### src/rtl/rollo_pkg.sv
// rollo_pkg: shared geometry and state encoding for the ROLLO-II ciphertext streamer
package rollo_pkg;
   localparam int N          = 189;
   localparam int M          = 83;
   localparam int DIGIT      = 4;
   localparam int W          = M * DIGIT;
   localparam int WORDS      = (N + DIGIT - 1) / DIGIT;
   localparam int CHUNKS     = (W + 31) / 32;
   localparam int TAG_CHUNKS = 16;
   localparam int LAST_BITS  = W - 32 * (CHUNKS - 1);
   localparam int AW         = $clog2(WORDS);
   localparam logic [2:0] ST_IDLE  = 3'd0;
   localparam logic [2:0] ST_FETCH = 3'd1;
   localparam logic [2:0] ST_LOAD  = 3'd2;
   localparam logic [2:0] ST_EMIT  = 3'd3;
   localparam logic [2:0] ST_TAG   = 3'd4;
   localparam logic [2:0] ST_DONE  = 3'd5;
endpackage

### src/rtl/ct_stream_out_if.sv
// ct_stream_out_if: 32-bit valid/ready output stream with end-of-packet flag
interface ct_stream_out_if;
   logic [31:0] out_data;
   logic        out_valid;
   logic        out_ready;
   logic        out_last;
   modport master (output out_data, output out_valid, output out_last, input out_ready);
   modport slave  (input out_data, input out_valid, input out_last, output out_ready);
endinterface

### src/rtl/ct_chunk_shift.sv
// ct_chunk_shift: W-bit word buffer that drains 32 bits at a time, LSB first
module ct_chunk_shift
   import rollo_pkg::*;
(
   input  logic         clk,
   input  logic         rst_b,
   input  logic         load,
   input  logic         shift,
   input  logic [W-1:0] din,
   output logic [31:0]  dout
);
   logic [W-1:0] q;
   // load a fresh word, or drop the consumed chunk and zero-fill from the top
   always_ff @(posedge clk or posedge rst_b)
      if (rst_b) q <= '0;
      else if (load) q <= din;
      else if (shift) q <= {32'b0, q[W-1:32]};
   assign dout = q[31:0];
endmodule

### src/rtl/ct_stream_out.sv
// ct_stream_out: streams the ciphertext memory as 32-bit chunks followed by the 512-bit tag
module ct_stream_out
   import rollo_pkg::*;
(
   input  logic          clk,
   input  logic          rst_b,
   input  logic          start,
   input  logic [511:0]  tag,
   output logic [AW-1:0] mem_addr,
   output logic          mem_rw,
   input  logic [W-1:0]  mem_dout,
   ct_stream_out_if.master s,
   output logic          busy,
   output logic          done
);
   localparam logic [3:0]    CI_LAST = 4'(CHUNKS - 1);
   localparam logic [3:0]    TI_LAST = 4'(TAG_CHUNKS - 1);
   localparam logic [AW-1:0] WI_LAST = AW'(WORDS - 1);
   logic [2:0]    state;
   logic [AW-1:0] wi;
   logic [3:0]    ci;
   logic [3:0]    ti;
   logic [511:0]  tag_q;
   logic [31:0]   chunk;
   logic          hs;
   assign hs       = s.out_valid & s.out_ready;
   assign mem_addr = wi;
   assign mem_rw   = 1'b0;
   ct_chunk_shift u_shift (
      .clk   (clk),
      .rst_b (rst_b),
      .load  (state == ST_LOAD),
      .shift (state == ST_EMIT && hs),
      .din   (mem_dout),
      .dout  (chunk)
   );
   // outputs decoded from state and registers only, never from out_ready
   always_comb begin
      s.out_valid = state == ST_EMIT || state == ST_TAG;
      s.out_last  = state == ST_TAG && ti == TI_LAST;
      s.out_data  = state == ST_EMIT ? chunk : state == ST_TAG ? tag_q[{ti, 5'b0} +: 32] : 32'b0;
      busy        = state != ST_IDLE;
      done        = state == ST_DONE;
   end
   // sequencing: word fetch, chunk emission, tag emission; everything holds while stalled
   always_ff @(posedge clk or posedge rst_b)
      if (rst_b) begin
         state <= ST_IDLE;
         wi    <= '0;
         ci    <= '0;
         ti    <= '0;
         tag_q <= '0;
      end else begin
         case (state)
            ST_IDLE: if (start) begin
               tag_q <= tag;
               wi    <= '0;
               ti    <= '0;
               state <= ST_FETCH;
            end
            ST_FETCH: state <= ST_LOAD;
            ST_LOAD: begin
               ci    <= '0;
               state <= ST_EMIT;
            end
            ST_EMIT: if (hs) begin
               ci <= ci + 4'd1;
               if (ci == CI_LAST) begin
                  if (wi == WI_LAST) state <= ST_TAG;
                  else begin
                     wi    <= wi + 1'b1;
                     state <= ST_FETCH;
                  end
               end
            end
            ST_TAG: if (hs) begin
               ti <= ti + 4'd1;
               if (ti == TI_LAST) state <= ST_DONE;
            end
            ST_DONE: state <= ST_IDLE;
            default: state <= ST_IDLE;
         endcase
      end
endmodule

### src/flat_wrapper.sv
// flat-port wrapper written by rule: the top's interface ports become plain ports
module ct_stream_out_flat import rollo_pkg::*;
  (clk, rst_b, start, tag, mem_addr, mem_rw, mem_dout, busy, done, s_out_data, s_out_valid, s_out_last, s_out_ready);
  ct_stream_out_if s_i ();
  input  logic clk;
  input  logic rst_b;
  input  logic start;
  input  logic [511:0] tag;
  output logic [AW-1:0] mem_addr;
  output logic mem_rw;
  input  logic [W-1:0] mem_dout;
  output logic busy;
  output logic done;
  output wire logic [$bits(s_i.out_data)-1:0] s_out_data;
  output wire logic [$bits(s_i.out_valid)-1:0] s_out_valid;
  output wire logic [$bits(s_i.out_last)-1:0] s_out_last;
  input wire logic [$bits(s_i.out_ready)-1:0] s_out_ready;
  assign s_out_data = s_i.out_data;
  assign s_out_valid = s_i.out_valid;
  assign s_out_last = s_i.out_last;
  assign s_i.out_ready = s_out_ready;
  ct_stream_out u_core (.clk(clk), .rst_b(rst_b), .start(start), .tag(tag), .mem_addr(mem_addr), .mem_rw(mem_rw), .mem_dout(mem_dout), .s(s_i), .busy(busy), .done(done));
endmodule
### config.mk
export PLATFORM = sky130hd
export DESIGN_NAME = ct_stream_out_flat
export DESIGN_NICKNAME = d
export VERILOG_FILES = /design/src/rtl/rollo_pkg.sv /design/src/rtl/ct_stream_out_if.sv /design/src/rtl/ct_chunk_shift.sv /design/src/rtl/ct_stream_out.sv /design/src/flat_wrapper.sv
export SDC_FILE = /design/constraint.sdc
export NUM_CORES = 2
export LEC_CHECK = 0
export CAP_MARGIN = 10
export CORE_AREA = 2 2 344 346
export DETAILED_ROUTE_END_ITERATION = 16
export DIE_AREA = 0 0 346 348
export RECOVER_POWER = 100
export SLEW_MARGIN = 5
export SYNTH_ARGS = -nofsm -noshare
export SYNTH_HDL_FRONTEND = slang
export SYNTH_SLANG_ARGS = --single-unit
### constraint.sdc
create_clock -name clk -period 96.7 [get_ports clk]
set_input_delay 19.34 -clock clk [delete_from_list [all_inputs] [get_ports clk]]
set_output_delay 19.34 -clock clk [all_outputs]
set_load 0.01 [all_outputs]
# Word level (Yosys, flattened, before mapping)
# Index checks and enable logic that the tools add are counted.
# word_totals
word_cells,60
register_bits,861
output_inout_bits,43
in_bits,848
# classes
add_sub_neg,3
bitwise,1
shifts,1
reduce_logical,14
n_mux,21
n_eq_ne,14
# op_table
op,count
332-bit two-way mux,2
512-bit by 10-bit variable part select with 32-bit output,1
32-bit two-way mux,2
6-bit two-way mux,4
3-bit two-way mux,6
4-bit one-hot mux with 2 select lines,2
3-bit one-hot mux with 5 select lines,1
4-bit two-way mux,3
6-bit one-hot mux with 2 select lines,1
5-bit AND reduction,2
"4-bit by 1-bit adder with 4-bit output, second input constant",2
"4-bit == test, second input constant",2
"2-bit != test, second input constant",4
2-bit nonzero test,4
"6-bit by 1-bit adder with 6-bit output, second input constant",1
"3-bit by 2-bit == test with 1-bit output, second input constant",2
"3-bit == test, second input constant",2
"6-bit == test, second input constant",1
"2-bit by 1-bit != test with 1-bit output, second input constant",2
2-bit AND reduction,2
"3-bit by 1-bit == test with 1-bit output, second input constant",1
3-bit zero test,1
3-bit AND reduction,1
3-bit nonzero test,1
other kinds (3),4

# Longest topological paths before layout
# logic_depth
depth_word,6
mapped_depth,8

# Cells and area by module
# From an unflattened synthesis, not the netlist that was laid out.
# hier_totals
cells_unflattened,4118
area_unflattened_um2,39834.5
# modules_own_cells
mod,area_per_inst_um2,seq_area_each_um2,instances,cells_each
ct_stream_out,24429.7,13237.7,1,2646
ct_chunk_shift,15404.8,8308.0,1,1472

# Worst setup path before layout
# No wires, ideal clock.
# synth_timing
path_type,reg-to-output
from,reg u_core.ti[2]
to,out s_out_data[10]
arrival_ns,1.905
path_buffers,3
path_slack_ns,75.455
stages_incl_launch_ff,8
path_cell_list,dfrtp_1 buf_4 buf_2 buf_1 mux4_2 mux2_2 a22oi_1 nand2_1
# synth_via
elab_chain_len,3
# synth_rtl
element,line,source
"start, declared",ct_stream_out.sv:22,logic [3:0] ti;
"start signal, assigned",ct_stream_out.sv:77,ti <= ti + 4'd1;
512-bit by 10-bit variable part select with 32-bit output,ct_stream_out.sv:41,"s.out_data = state == ST_EMIT ? chunk : state == ST_TAG ? tag_q[{ti, 5'b0} +: 32] : 32'b0;"
32-bit two-way mux (2 in a row),ct_stream_out.sv:41,
"end, declared",flat_wrapper.sv:14,output wire logic [$bits(s_i.out_data)-1:0] s_out_data;
# No other way between the ends.

==> metrics.md <==
| Metric | Value |
|---|---|
| # rows | `126` |
| Worst hold slack | `0.4686 ns` |
| Layout cell share with drive strength beyond 1 | `6.154%` |
| 1st-iter DRT viols | `2748` |
| Cell family with most CP delay | `buffers and inverters` |
| DRC Markers | `0` |
| Starting density of the core | `33.17%` |
| Buffers on Ports | `889` |
| Met3 GRT Util | `7.866%` |
| RSZ-0062 raised after global routing | `false` |
| WP data required | `96.47 ns` |
| Kind of critical path | `in -> async` |
| Status | `finished, violations left` |
| Total Routing Usage GR | `25.04%` |
| Cell area power density | `29.05 nW/um^2` |
| Path type of the worst min-delay path | `reg -> reg` |
| Fin Clk Skew | `0.08376 ns` |
| Internal Dissipation | `980.5 uW` |
| Final max-slew violation count | `2232` |
| Post-synth EDFFs | `0` |
| Die width | `346 um` |
| Syn Std Cell Area | `38800 sq um` |
| Wire length of the first global-routing pass | `224000 um` |
| Dpl hpwl | `111200 um` |
| Most used cell, CP | `clkbuf_1` |
| # H-tree levels | `3` |
| Switch Pwr | `536.6 uW` |
| Commonest non-fill, non-tap cell in the layout | `nand2_1` |
| Clock share of power | `26.4%` |
| CTS root buf | `clkbuf_16` |
| Initial antenna violation count | `90` |
| CP arrival | `32.83 ns` |
| Post-Synthesis Cells | `4420` |
| Net Sw Frac | `35.37%` |
| Most frequent cells in the layout | `nand2_1, dfrtp_1, clkdlybuf4s50_1` |
| Clock Latency Late Sink | `0.71 ns` |
| Setup crit start kind | `input port` |
| Final Hold Viols | `0` |
| Ranking of synthesized cells by area | `dfrtp_1, nand2_1, mux4_2` |
| Reg2reg start | `u_core.state[2]` |
| Setup Fix Bufs, Post-CTS | `0` |
| CTS tree | `yes` |
| Slowest CP cell | `clkbuf_1` |
| Crit-path cells | `dlygate4sd3_1, clkinvlp_2, clkbuf_1, clkbuf_1, clkbuf_1, clkbuf_1` |
| DR pass1 iterations | `7` |
| DR vias/cell | `5.025` |
| Flop2flop setup slack | `83.56 ns` |
| Met1 GRT Util | `30.60%` |
| GRT overflow | `0` |
| Hold Path End | `u_core.tag_q[212]` |
| Yosys cell types | `45` |
| Post-CTS sizing | `0` |
| Min-delay src | `u_core.tag_q[212]` |
| Area after DPL | `48770 sq um` |
| Worst slew pin tran | `7.822 ns` |
| CP bufs+invs | `6` |
| Die footprint | `120400 sq um` |
| Peak Freq | `30.24 MHz` |
| CTS Buf Count | `101` |
| Period utilization | `34.20%` |
| Pleak | `0.02408 uW` |
| GR peak layer | `met2` |
| Max-cap violation count | `28` |
| Top-Level Pins | `891` |
| Final setup vio count | `0` |
| Met2 GRT Util | `40.31%` |
| WHS Path Cells | `2` |
| Mapped Nets | `5272` |
| Fillers | `11420` |
| Final instance area | `52220 sq um` |
| Top_reg_cell synth | `dfrtp_1` |
| Reg clk slew, reported paths | `0.06 ns` |
| Register area share after synthesis | `55.53%` |
| Synthesis-to-finish area growth | `34.58%` |
| FF+latch count, synth | `861` |
| CP peak stage delay | `3.19 ns` |
| Seq pwr share | `42.8%` |
| DR vias | `34130` |
| Post-synth top area share | `55.53%` |
| CTS Buffer Depth | `3` |
| Final setup TNS | `0 ns` |
| Core Footprint | `117000 sq um` |
| Failing checks | `max-capacitance violations, max-slew violations` |
| Placer congestion estimate | `0.8866` |
| Die Y | `348 um` |
| Mean Syn Cell Area | `8.778 sq um` |
| Max FO, Critical Path | `113` |
| FF-to-FF path depth | `7` |
| Nets | `5987` |
| Slew Limit Headroom | `-421.5%` |
| Post-layout minimum cycle time | `33.07 ns` |
| Post-route ant nets | `0` |
| YS warnings | `0` |
| WL per Instance | `22.75 um` |
| Worst setup EP type | `asynchronous set/reset pin` |
| Gate power share | `30.8%` |
| Dominant cell type by area after synthesis | `dfrtp_1` |
| Clk sinks | `861` |
| Vias in the first global route | `33610` |
| R2R Path End | `u_core.tag_q[41]` |
| Hold_buf cts | `0` |
| Largest net degree at the start of global routing | `255` |
| Max VDD drop | `0.00001737 V` |
| Total detailed-routing wirelength | `154500 um` |
| FFs w/ async S/R, synth | `100.0%` |
## worst register-to-register path: stages, from the launching register on
cell and delay [ns]:
dfrtp_1 0.52, nand2b_1 0.24, nor3_1 0.14, clkbuf_1 2.30
clkbuf_1 3.05, clkbuf_1 5.69, nand2_1 0.93, nand2_1 0.25
## how the worst max path moves through the flow
stage                      start                end  slack (ns)  depth (start not counted)
floorplan                  rst_b       u_core.ci[0]       53.17                          1
global placement           rst_b   u_core.tag_q[74]       72.83                          6
detailed placement         rst_b   u_core.tag_q[12]       72.82                          6
CTS                 u_core.ti[2]     s_out_data[20]       72.20                          7
global route               rst_b  u_core.tag_q[171]       60.79                          6
finish                     rst_b   u_core.tag_q[80]       63.63                          6
## power by group through the flow
stage	registers, uW	logic, uW	clock network, uW
after global routing	669	529	423
after detailed placement	652	463	0
final	649	467	401
after floorplan	607	317	0
after global placement	649	453	0
after CTS	648	466	408
## Yosys cell counts, types with 2 or more instances
cell type and number:
o211ai_1 31, ha_1 4, mux2i_1 65, xor2_1 4, a31oi_1 300, nand2_1 2240
a22oi_1 63, nor3b_1 2, clkbuf_1 247, buf_4 4, dfrtp_1 861, o21ai_0 9
or3_1 2, nor3_1 4, nand4_1 3, nand3_1 36, nand2b_1 3, mux4_2 97
buf_2 48, nor2_1 310, a21oi_1 7, buf_1 20, mux2_2 32, nand3b_1 2
inv_1 6
## cell type report
| cell class | instances | area, sq um | area share (%) |
|---|---|---|---|
| multi-input cells | 3234 | 15980 | 30.61 |
| inverters | 6 | 23.77 | 0.04553 |
| clock buffers | 148 | 2954 | 5.657 |
| diodes | 39 | 97.59 | 0.1869 |
| repair buffers | 931 | 9149 | 17.52 |
| well taps | 1536 | 1922 | 3.680 |
| flip-flops and latches | 861 | 21550 | 41.27 |
| clock inverters | 36 | 538.0 | 1.030 |
## registers in the layout, indices dropped and copies added (netlist names)
| signal | count |
|---|---|
| u_core.tag_q | 512 |
| u_core.state | 3 |
| u_core.u_shift.q | 332 |
| u_core.ti | 4 |
| u_core.mem_addr | 6 |
| u_core.ci | 4 |
## cell families (layout without fill, tap and decap cells)
logic type	after synthesis	after routing	share of synthesized area, %
other cells	1	40	0.009665
fa+ha+maj	4	4	0.1290
compound gates	419	419	7.068
xor+xnor	4	4	0.09028
flops	861	861	55.53
buf+inv	325	1121	3.338
simple gates	2612	2612	25.60
mux	194	194	8.236
## through the flow
stage          util, %  power, uW  cells  setup WS, ns
2_1_floorplan        -      924.1   4420         53.17
3_3_place_gp     41.70       1102   6568         72.83
3_5_place_dp     41.70       1115   6568         72.82
4_1_cts          44.68       1522   6752         72.20
5_1_grt          44.61       1621   6779         60.79
6_report         44.64       1517   6791         63.63
## per-layer routing
layer,part of all wire [%],wire (um)
met1,39,60880
met4,4.7,7294
met3,8.3,12860
met2,47,72820
met5,0.40,623
(Power assumes the default switching activity.)
